<file path="config.mk">
export PLATFORM = sky130hd
export DESIGN_NAME = eth_txsched_flat
export DESIGN_NICKNAME = d
export VERILOG_FILES = /design/src/rtl/eth_pkg.sv /design/src/rtl/eth_txsched_if.sv /design/src/rtl/eth_rr_pick.sv /design/src/rtl/eth_txsched_chk.sv /design/src/rtl/eth_txsched.sv /design/src/flat_wrapper.sv
export SDC_FILE = /design/constraint.sdc
export NUM_CORES = 1
export LEC_CHECK = 0
export BUFFER_PORTS_ARGS = -buffer_cell sky130_fd_sc_hd__buf_2
export CAP_MARGIN = 20
export CORE_AREA = 2 2 208 210
export CTS_BUF_LIST = sky130_fd_sc_hd__clkbuf_8
export DETAILED_ROUTE_END_ITERATION = 10
export DIE_AREA = 0 0 210 212
export MAX_ROUTING_LAYER = met4
export PLACE_DENSITY = 0.58
export SYNTH_ARGS = -nofsm -noshare
export SYNTH_HDL_FRONTEND = slang
export SYNTH_SLANG_ARGS = --single-unit
</file>
<file path="constraint.sdc">
create_clock -name clk -period 13.31 [get_ports clk]
set_input_delay 0.6655 -clock clk [delete_from_list [all_inputs] [get_ports clk]]
set_output_delay 0.6655 -clock clk [all_outputs]
set_load 0.02 [all_outputs]
</file>
<file path="src/rtl/eth_pkg.sv">
// Shared Ethernet word definitions for the TX scheduler slice.
// A word is 64b data, 8b byte-keep, end-of-packet flag and an opaque user bit.
package eth_pkg;

  localparam int ETH_WORD_W   = 74;
  localparam int ETH_DATA_W   = 64;
  localparam int ETH_KEEP_W   = 8;
  localparam int ETH_LAST_BIT = 1;

  typedef struct packed {
    logic [ETH_DATA_W-1:0] data;
    logic [ETH_KEEP_W-1:0] keep;
    logic                  last;
    logic                  user;
  } eth_word_t;

endpackage

</file>
<file path="src/rtl/eth_txsched_if.sv">
// FIFO-side bundle of the scheduler: requester FWFT heads/pops and the TX FIFO write port.
// master is the scheduler, slave is the FIFO environment around it.
interface eth_txsched_if #(
  parameter int NUM_PORTS = 4
);
  import eth_pkg::*;

  logic [NUM_PORTS*ETH_WORD_W-1:0] in_dout;
  logic [NUM_PORTS-1:0]            in_empty;
  logic [NUM_PORTS-1:0]            in_rd_en;
  logic [ETH_WORD_W-1:0]           out_din;
  logic                            out_wr_en;
  logic                            out_afull;

  modport master (
    input  in_dout,
    input  in_empty,
    input  out_afull,
    output in_rd_en,
    output out_din,
    output out_wr_en
  );

  modport slave (
    output in_dout,
    output in_empty,
    output out_afull,
    input  in_rd_en,
    input  out_din,
    input  out_wr_en
  );

endinterface

</file>
<file path="src/rtl/eth_rr_pick.sv">
// Combinational round-robin picker: first requester strictly after ptr, wrapping.
// ptr = NUM_PORTS-1 gives port 0 the first look.
module eth_rr_pick #(
  parameter int NUM_PORTS = 4,
  parameter int IDX_W     = 3
) (
  input  logic [NUM_PORTS-1:0] req,
  input  logic [IDX_W-1:0]     ptr,
  output logic                 valid,
  output logic [IDX_W-1:0]     idx
);

  logic [NUM_PORTS-1:0] req_rot;
  int                   sum;

  // Rotate so bit 0 is the port after ptr, then take the lowest set bit.
  always_comb begin
    req_rot = NUM_PORTS'({req, req} >> (int'(ptr) + 1));
    valid   = 1'b0;
    sum     = 0;
    for (int i = NUM_PORTS - 1; i >= 0; i--) begin
      if (req_rot[i]) begin
        valid = 1'b1;
        sum   = int'(ptr) + 1 + i;
      end else begin
        valid = valid;
      end
    end
    if (sum >= NUM_PORTS) begin
      sum = sum - NUM_PORTS;
    end else begin
      sum = sum;
    end
    idx = IDX_W'(sum);
  end

endmodule

</file>
<file path="src/rtl/eth_txsched_chk.sv">
// Handshake invariants of the scheduler's FIFO side, observed every clock.
module eth_txsched_chk #(
  parameter int NUM_PORTS = 4
) (
  input logic                 clk,
  input logic                 rst_n,
  input logic [NUM_PORTS-1:0] in_rd_en,
  input logic [NUM_PORTS-1:0] in_empty,
  input logic                 out_afull
);

  // At most one pop, never from an empty FIFO, never into a nearly full TX FIFO.
  always @(posedge clk) begin
    if (rst_n) begin
      assert ($onehot0(in_rd_en));
      assert (!(out_afull && (|in_rd_en)));
      assert ((in_rd_en & in_empty) == {NUM_PORTS{1'b0}});
    end
  end

endmodule

</file>
<file path="src/rtl/eth_txsched.sv">
// Packet-granular weighted round-robin scheduler: drains NUM_PORTS FWFT word FIFOs
// into one TX FIFO, counting forwarded packets per port.
module eth_txsched
  import eth_pkg::*;
#(
  parameter int NUM_PORTS = 4,
  parameter int WEIGHT_W  = 4,
  parameter int CNT_W     = 32
) (
  input  logic                          clk,
  input  logic                          rst_n,
  eth_txsched_if.master                 bus,
  input  logic [NUM_PORTS*WEIGHT_W-1:0] cfg_weight,
  output logic [NUM_PORTS*CNT_W-1:0]    stat_pkt_cnt,
  output logic [2:0]                    grant_id,
  output logic                          busy
);

  localparam int IDX_W = 3;

  typedef enum logic {IDLE = 1'b0, XFER = 1'b1} state_t;

  state_t               state_r, state_s;
  logic [IDX_W-1:0]     grant_r, grant_s;
  logic [IDX_W-1:0]     ptr_r, ptr_s;
  logic [WEIGHT_W-1:0]  quota_r, quota_s;
  logic                 last_seen_r, last_seen_s;
  logic [CNT_W-1:0]     cnt_r [NUM_PORTS];
  eth_word_t            out_din_r;
  logic                 out_wr_en_r;

  logic [NUM_PORTS-1:0] req_s;
  logic                 pick_valid_s;
  logic [IDX_W-1:0]     pick_idx_s;
  logic [WEIGHT_W-1:0]  weight_sel_s;
  logic [NUM_PORTS-1:0] rd_en_s;
  logic                 head_empty_s;
  logic                 pop_s;
  logic                 pop_last_s;
  eth_word_t            pop_word_s;

  assign req_s = ~bus.in_empty;

  eth_rr_pick #(
    .NUM_PORTS (NUM_PORTS),
    .IDX_W     (IDX_W)
  ) u_pick (
    .req   (req_s),
    .ptr   (ptr_r),
    .valid (pick_valid_s),
    .idx   (pick_idx_s)
  );

  // Granted port's head word, empty flag and pop strobe.
  always_comb begin
    rd_en_s      = {NUM_PORTS{1'b0}};
    head_empty_s = 1'b1;
    pop_word_s   = {ETH_WORD_W{1'b0}};
    for (int p = 0; p < NUM_PORTS; p++) begin
      if (grant_r == IDX_W'(p)) begin
        head_empty_s = bus.in_empty[p];
        pop_word_s   = bus.in_dout[p*ETH_WORD_W +: ETH_WORD_W];
        rd_en_s[p]   = (state_r == XFER) && !bus.in_empty[p] && !bus.out_afull;
      end else begin
        rd_en_s[p]   = 1'b0;
      end
    end
    pop_s      = |rd_en_s;
    pop_last_s = pop_s && pop_word_s.last;
  end

  // Weight of the port about to be granted; only looked at in IDLE.
  always_comb begin
    weight_sel_s = {WEIGHT_W{1'b0}};
    for (int p = 0; p < NUM_PORTS; p++) begin
      if (pick_idx_s == IDX_W'(p)) begin
        weight_sel_s = cfg_weight[p*WEIGHT_W +: WEIGHT_W];
      end else begin
        weight_sel_s = weight_sel_s;
      end
    end
  end

  // Turn control. last_seen_r marks a packet boundary, where an empty FIFO ends the turn.
  always_comb begin
    state_s     = state_r;
    grant_s     = grant_r;
    ptr_s       = ptr_r;
    quota_s     = quota_r;
    last_seen_s = last_seen_r;
    case (state_r)
      IDLE: begin
        if (pick_valid_s) begin
          state_s     = XFER;
          grant_s     = pick_idx_s;
          quota_s     = (weight_sel_s == {WEIGHT_W{1'b0}}) ? WEIGHT_W'(1) : weight_sel_s;
          last_seen_s = 1'b0;
        end else begin
          state_s     = IDLE;
        end
      end
      XFER: begin
        if (pop_last_s) begin
          quota_s     = quota_r - WEIGHT_W'(1);
          last_seen_s = 1'b1;
          if (quota_r == WEIGHT_W'(1)) begin
            state_s = IDLE;
            ptr_s   = grant_r;
          end else begin
            state_s = XFER;
          end
        end else if (pop_s) begin
          last_seen_s = 1'b0;
        end else if (last_seen_r && head_empty_s) begin
          state_s = IDLE;
          ptr_s   = grant_r;
        end else begin
          state_s = XFER;
        end
      end
      default: begin
        state_s = IDLE;
      end
    endcase
  end

  // FSM and turn registers.
  always_ff @(posedge clk) begin
    if (!rst_n) begin
      state_r     <= IDLE;
      grant_r     <= {IDX_W{1'b0}};
      ptr_r       <= IDX_W'(NUM_PORTS - 1);
      quota_r     <= {WEIGHT_W{1'b0}};
      last_seen_r <= 1'b0;
    end else begin
      state_r     <= state_s;
      grant_r     <= grant_s;
      ptr_r       <= ptr_s;
      quota_r     <= quota_s;
      last_seen_r <= last_seen_s;
    end
  end

  // Per-port packet counters, free-running with wrap.
  always_ff @(posedge clk) begin
    for (int p = 0; p < NUM_PORTS; p++) begin
      if (!rst_n) begin
        cnt_r[p] <= {CNT_W{1'b0}};
      end else if (pop_last_s && (grant_r == IDX_W'(p))) begin
        cnt_r[p] <= cnt_r[p] + CNT_W'(1);
      end else begin
        cnt_r[p] <= cnt_r[p];
      end
    end
  end

  // One-cycle registered copy of the popped word towards the TX FIFO.
  always_ff @(posedge clk) begin
    if (!rst_n) begin
      out_din_r   <= {ETH_WORD_W{1'b0}};
      out_wr_en_r <= 1'b0;
    end else begin
      out_din_r   <= pop_s ? pop_word_s : out_din_r;
      out_wr_en_r <= pop_s;
    end
  end

  for (genvar g = 0; g < NUM_PORTS; g++) begin : g_stat
    assign stat_pkt_cnt[g*CNT_W +: CNT_W] = cnt_r[g];
  end

  assign bus.in_rd_en  = rd_en_s;
  assign bus.out_din   = out_din_r;
  assign bus.out_wr_en = out_wr_en_r;
  assign grant_id      = grant_r;
  assign busy          = (state_r == XFER);

  eth_txsched_chk #(
    .NUM_PORTS (NUM_PORTS)
  ) u_chk (
    .clk       (clk),
    .rst_n     (rst_n),
    .in_rd_en  (rd_en_s),
    .in_empty  (bus.in_empty),
    .out_afull (bus.out_afull)
  );

endmodule

</file>
<file path="src/flat_wrapper.sv">
// flat-port wrapper written by rule: the top's interface ports become plain ports
module eth_txsched_flat import eth_pkg::*;
#(
  parameter int NUM_PORTS = 4,
  parameter int WEIGHT_W  = 4,
  parameter int CNT_W     = 32
)
  (clk, rst_n, cfg_weight, stat_pkt_cnt, grant_id, busy, bus_in_dout, bus_in_empty, bus_out_afull, bus_in_rd_en, bus_out_din, bus_out_wr_en);
  eth_txsched_if #(.NUM_PORTS(NUM_PORTS)) bus_i ();
  input  logic clk;
  input  logic rst_n;
  input  logic [NUM_PORTS*WEIGHT_W-1:0] cfg_weight;
  output logic [NUM_PORTS*CNT_W-1:0] stat_pkt_cnt;
  output logic [2:0] grant_id;
  output logic busy;
  input wire logic [$bits(bus_i.in_dout)-1:0] bus_in_dout;
  input wire logic [$bits(bus_i.in_empty)-1:0] bus_in_empty;
  input wire logic [$bits(bus_i.out_afull)-1:0] bus_out_afull;
  output wire logic [$bits(bus_i.in_rd_en)-1:0] bus_in_rd_en;
  output wire logic [$bits(bus_i.out_din)-1:0] bus_out_din;
  output wire logic [$bits(bus_i.out_wr_en)-1:0] bus_out_wr_en;
  assign bus_i.in_dout = bus_in_dout;
  assign bus_i.in_empty = bus_in_empty;
  assign bus_i.out_afull = bus_out_afull;
  assign bus_in_rd_en = bus_i.in_rd_en;
  assign bus_out_din = bus_i.out_din;
  assign bus_out_wr_en = bus_i.out_wr_en;
  eth_txsched #(.NUM_PORTS(NUM_PORTS), .WEIGHT_W(WEIGHT_W), .CNT_W(CNT_W)) u_core (.clk(clk), .rst_n(rst_n), .bus(bus_i), .cfg_weight(cfg_weight), .stat_pkt_cnt(stat_pkt_cnt), .grant_id(grant_id), .busy(busy));
endmodule
</file>
# == After elaboration in Yosys (flattened, before gate mapping) ==
# Memories as Yosys holds them, arrays and structs flattened.
# Index checks and enable logic that the tools add are counted.
# op_classes
n_reduce_logical,28
n_mux,76
addsub,10
shifts,1
n_lt_le_gt_ge,1
n_bitwise,10
eq_ne,12
# op_table
cell,n
$mux W32,12
$mux W74,4
$add A32 B1 Y32 const B,4
$add A32 B3 Y32 const B,2
$mux W1,45
$add A32 B2 Y32 const B,1
$ge A32 B4 Y1 const B,1
$shr A8 B32 Y4,1
$mux W4,7
$mux W3,5
$logic_and A1 B1 Y1,14
$eq A3 B2 Y1 const B,4
$or A1 B1 Y1,8
$pmux W4 S2,1
$eq A3 B1 Y1 const B,2
$logic_not A3 Y1,2
$ne A2 B2 Y1 const B,3
$reduce_and A2 Y1,3
$logic_not A1 Y1,5
$add A3 B1 Y4 const B,1
$eq A4 B1 Y1 const B,1
$logic_not A4 Y1,1
$not A4 Y4,1
$pmux W1 S2,2
other kinds (8),8
# totals
mem_count,1
out_inout_bits,211
register_bits,87
elab_cells,149
mem_bits_rw,128
# mem_list
memory,words,width,rd,rd_ports_with_merged_regs,write_ports,line,text
u_core.cnt_r,4,32,4,0,4,eth_txsched.sv:28,logic [CNT_W-1:0] cnt_r [NUM_PORTS];

# == Longest topological paths before layout ==
# Gate-level depths: netlist of the first run.
# logic_depth
ltp_word,17
ltp_mapped,15

# == Hierarchy ==
# From an unflattened synthesis of the first run, not the netlist that was laid out.
# unflattened
hier_cells,1192
hier_area_um2,12484.5
# modules_own_cells
module,area_per_inst_um2,cells_per_inst,instances
eth_txsched,12092.8,1138,1
eth_rr_pick,391.6,54,1

# == Worst setup path after synthesis of the first run ==
# Ideal clock, no wire load.
# synth_timing
path_kind,input to register
startpoint,in bus_in_empty[3]
endpoint,mem u_core.cnt_r[1][0] (netlist: u_core.cnt_r[0][32]) (enable)
setup_time_ns,0.466
setup_slack_ns,8.626
arrival_ns,4.218
cell_stages,6
path_buffers,1
cell_sequence,mux4_2 or2_0 buf_2 nor3b_4 nand2_2 o21ai_0
# synth_rtl
item,line,text
start: declaration,flat_wrapper.sv:17,input wire logic [$bits(bus_i.in_empty)-1:0] bus_in_empty;
end: declaration,eth_txsched.sv:28,

==> summary.md, run 1 <==
| Metric | Value |
|---|---|
| Initial Utilization | `29.5%` |
| Synthesized area | `12500 um2` |
| Mean routed wirelength per cell | `19.1 um` |
| Pwr Total | `0.00172 W` |
| CTS root buffer | `clkbuf_8` |
| Cell row count | `76` |
| DRT Wirelength | `43.5 mm` |
| All-Layer GR Usage | `19.3%` |
| Largest buffer count on any clock path | `3` |
| Initial antenna violation count | `11` |
| Number of gates resized after cts | `0` |
| Setup CP Type | `reg2reg` |
| Largest net degree at the start of global routing | `92` |
| Sequential area share after synthesis | `44.6%` |
| Async SR Flop Fraction | `0%` |
| Num ports | `530` |
| CTS Buf Count | `40` |
| CTS tree | `done` |
| Post-DRT Antenna Nets | `0` |
| Synthesis-to-finish area growth | `30.8%` |
| Core Area | `42500 um2` |
| Later-pin clock latency in the skew report | `0.58 ns` |
| Required @ worst endpoint | `13.53 ns` |
| DIE WIDTH | `210 um` |
| Via Count | `11.4k` |
| Hold buffers post-CTS | `0` |
| Clk pin slew, worst setup/hold paths | `0.06 ns` |
| Startpoint types | `register` |
| Path type of the worst min-delay path | `in2reg` |
| Hold Violations, Final | `0` |
| Total grt overflow | `0` |
| Main flop type after synthesis | `edfxtp_1` |
| Status | `finished, final reports clean` |
| Static leakage | `6.75 nW` |
| Starting DRC count in detailed routing | `878` |
| Most frequent cells in the layout | `529 x buf_2, 241 x nor2_1, 128 x edfxtp_1` |
| Element type at the critical path end | `register` |
| Layout cells sized above 1 | `40.5%` |
| Final setup viols | `0` |
| RSZ-0062 raised after global routing | `false` |
| Num Clock Sinks | `215` |
| Pre-Repair DR Iteration Count | `5` |
| FF+latch count, synth | `215` |
| Max frequency | `290 MHz` |
| Setup bufs post-CTS | `0` |
| Commonest non-fill, non-tap cell in the layout | `buf_2` |
| Routability Congestion | `0.870` |
| Syn. warnings | `0` |
| Final period util | `25.9%` |
| Drt via density | `5.00` |
| Fin crit period | `3.45 ns` |
| Fin Setup TNS | `0 ns` |
| Maximum VDD drop | `0.0563 mV` |
| CP Max Fanout | `60` |
| Die Ht | `212 um` |
| Crit path arrival time | `3.66 ns` |
| MaxCap Viol Count | `0` |
| Rel. slew slack | `33.2%` |
| Fin nets | `2022` |
| Vias in the first global route | `10.8k` |
| Worst-Margin Slew | `1.00 ns` |
| Max H-tree Level | `2` |
| First-pass GRT wire length | `64.0 mm` |
| Layout Utilization | `38.5%` |
| Die Area | `44500 um2` |
| Number of synthesized flops with an enable pin | `128` |
| Drc violations | `0` |
| Cells after Synth | `1187` |
| PortBufs | `529` |
| Average size of a mapped cell | `10.5 um2` |
| Post-Syn Nets | `1515` |
| HPWL Detailed | `32.8 mm` |
| Clock skew after layout | `0.0130 ns` |
| Fill count | `4271` |
| Slew Viols, Final | `0` |
| Yosys cell types | `69` |
| Pwr/cell area | `105 nW/um2` |
## layer usage
metal | GRT usage (%) | vias up | part of all wire, %
li1 | - | 5354 | -
met1 | 24.0 | 5495 | 41
met2 | 29.9 | 479 | 48
met3 | 4.39 | 87 | 7.8
met4 | 8.66 | 0 | 3.8
met5 | - | - | 0
## cells in the mapped netlist (all sizes together) (18+ instances only)
cell | count | area share [%]
buf | 21 | 1.2
and3 | 26 | 1.3
a21oi | 85 | 3.5
xor2 | 80 | 5.6
nand3 | 51 | 2.0
inv | 18 | 0.54
nand2 | 53 | 1.6
edfxtp | 128 | 31
xnor2 | 37 | 2.6
mux4 | 75 | 13
nor3b | 75 | 4.6
o21ai | 18 | 0.75
clkbuf | 54 | 1.9
dfxtp | 87 | 14
nor2 | 243 | 7.3
nand4 | 22 | 1.1
## layout make-up
cell class / count / area (um2) / area share, %
multi-input combinational: 878 / 6500 / 39.7
sequential: 215 / 5600 / 34.2
timing repair buffer: 540 / 2750 / 16.8
tap: 546 / 683 / 4.17
clock buffer: 44 / 606 / 3.70
clock inverter: 28 / 143 / 0.871
inverter: 19 / 73.8 / 0.451
antenna: 11 / 27.5 / 0.168
## per-stage QoR
stage,area [um2],hold slack (ns),setup slack [ns],cells
floorplan,12500,0.474,8.63,1187
global placement,15600,0.464,9.89,2197
detailed placement,15600,0.471,9.81,2197
CTS,16300,0.429,9.81,2269
global route,16400,0.462,9.58,2281
finish,16400,0.475,9.86,2281
## report_power, final
group | switching, W | internal [W] | total (W) | leakage, nW
sequential | 0.0000422 | 0.000741 | 0.000783 | 2.03
clock | 0.000291 | 0.000322 | 0.000613 | 0.433
combinational | 0.000169 | 0.000151 | 0.000319 | 4.29
total | 0.000502 | 0.00121 | 0.00172 | 6.75
## registers in the layout, summed over array words and instances, names as in the netlist
register	flops
u_core.grant_id	3
u_core.bus.out_wr_en	1
u_core.busy	1
u_core.quota_r	4
u_core.bus.out_din	74
u_core.ptr_r	3
u_core.last_seen_r	1
u_core.cnt_r	128
## logic make-up after synthesis
group                      after synthesis  synth area share (%)
AOI/OAI and AO/OA                      134                  6.61
DFF                                    215                  44.6
muxes                                   95                  15.1
adders and majority gates                9                 0.899
xor gates and xnor gates               117                  8.19
buffers and inverters                   94                  3.64
and+or+nand+nor                        523                  20.9
## worst max-delay path, stage by stage, from the launching register on
cell and delay (ns):
dfxtp_4 0.71, mux4_2 0.60, or2_4 0.48, nor3b_4 0.52, nand2b_2 0.16, o21ai_2 0.18, buf_4 0.41
## worst paths after layout
path,from,end,slack [ns],depth (start not counted)
setup / recovery,u_core.grant_id[0],u_core.cnt_r[1][29],9.86,6
hold / removal,rst_n,u_core.ptr_r[0],0.48,2
setup reg to reg,u_core.grant_id[0],u_core.cnt_r[1][29],9.86,6
hold reg to reg,u_core.bus.out_din[70],u_core.bus.out_din[70],0.48,2
No activity file was read; power rests on OpenSTA's default activity.
==> run 2: changes to the inputs <==
--- a/config.mk
+++ b/config.mk
@@ -7,12 +7,12 @@
 export LEC_CHECK = 0
 export BUFFER_PORTS_ARGS = -buffer_cell sky130_fd_sc_hd__buf_2
 export CAP_MARGIN = 20
-export CORE_AREA = 2 2 208 210
+export CORE_AREA = 2 2 209 211
 export CTS_BUF_LIST = sky130_fd_sc_hd__clkbuf_8
 export DETAILED_ROUTE_END_ITERATION = 10
-export DIE_AREA = 0 0 210 212
+export DIE_AREA = 0 0 211 213
 export MAX_ROUTING_LAYER = met4
-export PLACE_DENSITY = 0.58
+export PLACE_DENSITY = 0.6
 export SYNTH_ARGS = -nofsm -noshare
 export SYNTH_HDL_FRONTEND = slang
 export SYNTH_SLANG_ARGS = --single-unit
==> constraint.sdc (replaced) <==
create_clock -name clk -period 3 [get_ports clk]
set_input_delay 0.15 -clock clk [delete_from_list [all_inputs] [get_ports clk]]
set_output_delay 0.15 -clock clk [all_outputs]
set_load 0.02 [all_outputs]
==> run 2 against run 1 <==
  * Clock power grew to 5.0 times the previous value
  * Maximum frequency is 31% higher
  * Combinational power grew to 4.6 times the previous value
  * Critical endpoint is now u_core.quota_r[1]
  * Largest power group unchanged
  * Highest routed layer unchanged
==> summary.md, run 2 (same netlist as run 1, synthesis figures left out) <==
| Metric | Value |
|---|---|
| Status | `finished, final reports clean` |
| Pwr/cell area | `478 nW/um2` |
| All-Layer GR Usage | `20.4%` |
| Later-pin clock latency in the skew report | `0.62 ns` |
| Fin crit period | `2.64 ns` |
| Worst-Margin Slew | `0.996 ns` |
| Largest net degree at the start of global routing | `150` |
| First-pass GRT wire length | `67.9 mm` |
| Routability Congestion | `0.950` |
| Total grt overflow | `0` |
| Drc violations | `0` |
| CTS root buffer | `clkbuf_8` |
| Via Count | `11.4k` |
| Drt via density | `4.96` |
| DIE WIDTH | `211 um` |
| MaxCap Viol Count | `0` |
| Max H-tree Level | `2` |
| Path type of the worst min-delay path | `in2reg` |
| CTS Buf Count | `42` |
| Clock skew after layout | `0.0386 ns` |
| Clk pin slew, worst setup/hold paths | `0.06 ns` |
| Layout cells sized above 1 | `41.4%` |
| Largest register FFs | `128` |
| Vias in the first global route | `11.2k` |
| Num Clock Sinks | `215` |
| Fill count | `4332` |
| Crit path arrival time | `3.08 ns` |
| Most frequent cells in the layout | `529 x buf_2, 241 x nor2_1, 128 x edfxtp_1` |
| Cell row count | `76` |
| Largest buffer count on any clock path | `3` |
| Fin nets | `2035` |
| Commonest non-fill, non-tap cell in the layout | `buf_2` |
| Initial antenna violation count | `27` |
| Starting DRC count in detailed routing | `792` |
| PortBufs | `529` |
| CTS tree | `done` |
| Startpoint types | `register` |
| Max frequency | `379 MHz` |
| DRT Wirelength | `46.0 mm` |
| Required @ worst endpoint | `3.44 ns` |
| Final hold slack | `0.130 ns` |
| CP Max Fanout | `15` |
| HPWL Detailed | `35.0 mm` |
| Post-DRT Antenna Nets | `0` |
| Hold Violations, Final | `0` |
| Final period util | `87.9%` |
| Num ports | `530` |
| Synthesis-to-finish area growth | `32.9%` |
| Slew Viols, Final | `0` |
| Hold wc startpoint | `cfg_weight[11]` |
| Setup CP Type | `reg2reg` |
| Final setup viols | `0` |
| CP bufs+invs | `0` |
| Die Area | `44900 um2` |
| Biggest register | `u_core.cnt_r` |
| Setup bufs post-CTS | `0` |
| Rel. slew slack | `33.6%` |
| CP delay by family, top | `compound AO/OA/AOI/OAI gates` |
| Reg-to-Reg Start | `u_core.ptr_r[1]` |
| Maximum VDD drop | `0.191 mV` |
| RSZ-0062 raised after global routing | `false` |
| Mean routed wirelength per cell | `20.0 um` |
| Element type at the critical path end | `register` |
| Pwr Total | `0.00795 W` |
| Crit path largest cell delay | `0.52 ns` |
| Initial Utilization | `29.3%` |
| CP max stage cell | `or4b_1` |
| Static leakage | `6.84 nW` |
| Die Ht | `213 um` |
| Crit-path cells | `mux2i_1, a22oi_1, or4b_1, a21oi_2, a211oi_4, mux2i_1, a21oi_2, a2bb2oi_1, nor2_1` |
| Worst setup startpoint | `u_core.ptr_r[1]` |
| Pre-Repair DR Iteration Count | `5` |
| Core Area | `42700 um2` |
-- run 2: report_power, final --
group / switching (W) / internal, W
Clock: 0.00138 / 0.00166
Combinational: 0.000786 / 0.000686
Sequential: 0.000146 / 0.00329
Total: 0.00231 / 0.00564
-- run 2: metal layers --
metal	share of wire (%)	track usage (%)
met1	40	23.3
met2	50	34.6
met4	4.0	8.60
met5	0	-
met3	6.3	4.71
-- run 2: tightest hold or removal path, delay by kind of cell --
family | cells | cell delay (ns)
buffers and inverters | 1 | 0.11
muxes | 1 | 0.09
AOI/OAI and AO/OA | 2 | 0.21
and+or+nand+nor | 1 | 0.10
-- run 2: final timing paths --
| check | to | slack, ns | depth (start not counted) |
|---|---|---|---|
| worst min register to register | u_core.bus.out_din[32] | 0.48 | 2 |
| worst min-delay path | u_core.quota_r[3] | 0.13 | 5 |
| worst max register to register | u_core.quota_r[1] | 0.36 | 9 |
| worst max-delay path | u_core.quota_r[1] | 0.36 | 9 |
-- run 2: repair_timing --
item / 4_1_cts / 5_1_grt
hold endpoints to repair: 2 / 0
hold buffers: 1 / 0
endpoints found under the setup margin: 0 / 3
resized for setup: 0 / 3
-- run 2: per-stage QoR --
stage / area (um2) / setup slack (ns) / setup TNS [ns] / utilization, % / cells
CTS: 16600 / 0.157 / 0 / 38.8 / 2285
global route: 16600 / 0.126 / 0 / 38.9 / 2301
global placement: 15700 / 0.307 / 0 / 36.8 / 2208
floorplan: 12500 / -0.200 / -25.31 / - / 1187
finish: 16600 / 0.362 / 0 / 39.0 / 2304
detailed placement: 15700 / 0.156 / 0 / 36.8 / 2208
-- run 2: layout make-up --
cell class / instances / area [um2] / share of cell area (%)
multi-input cells: 878 / 6500 / 39.1
flip-flops and latches: 215 / 5600 / 33.7
repair buffers: 551 / 2880 / 17.3
well taps: 546 / 683 / 4.11
clock buffers: 49 / 674 / 4.05
clock inverters: 27 / 176 / 1.06
inverters: 19 / 73.8 / 0.444
diodes: 19 / 47.5 / 0.286
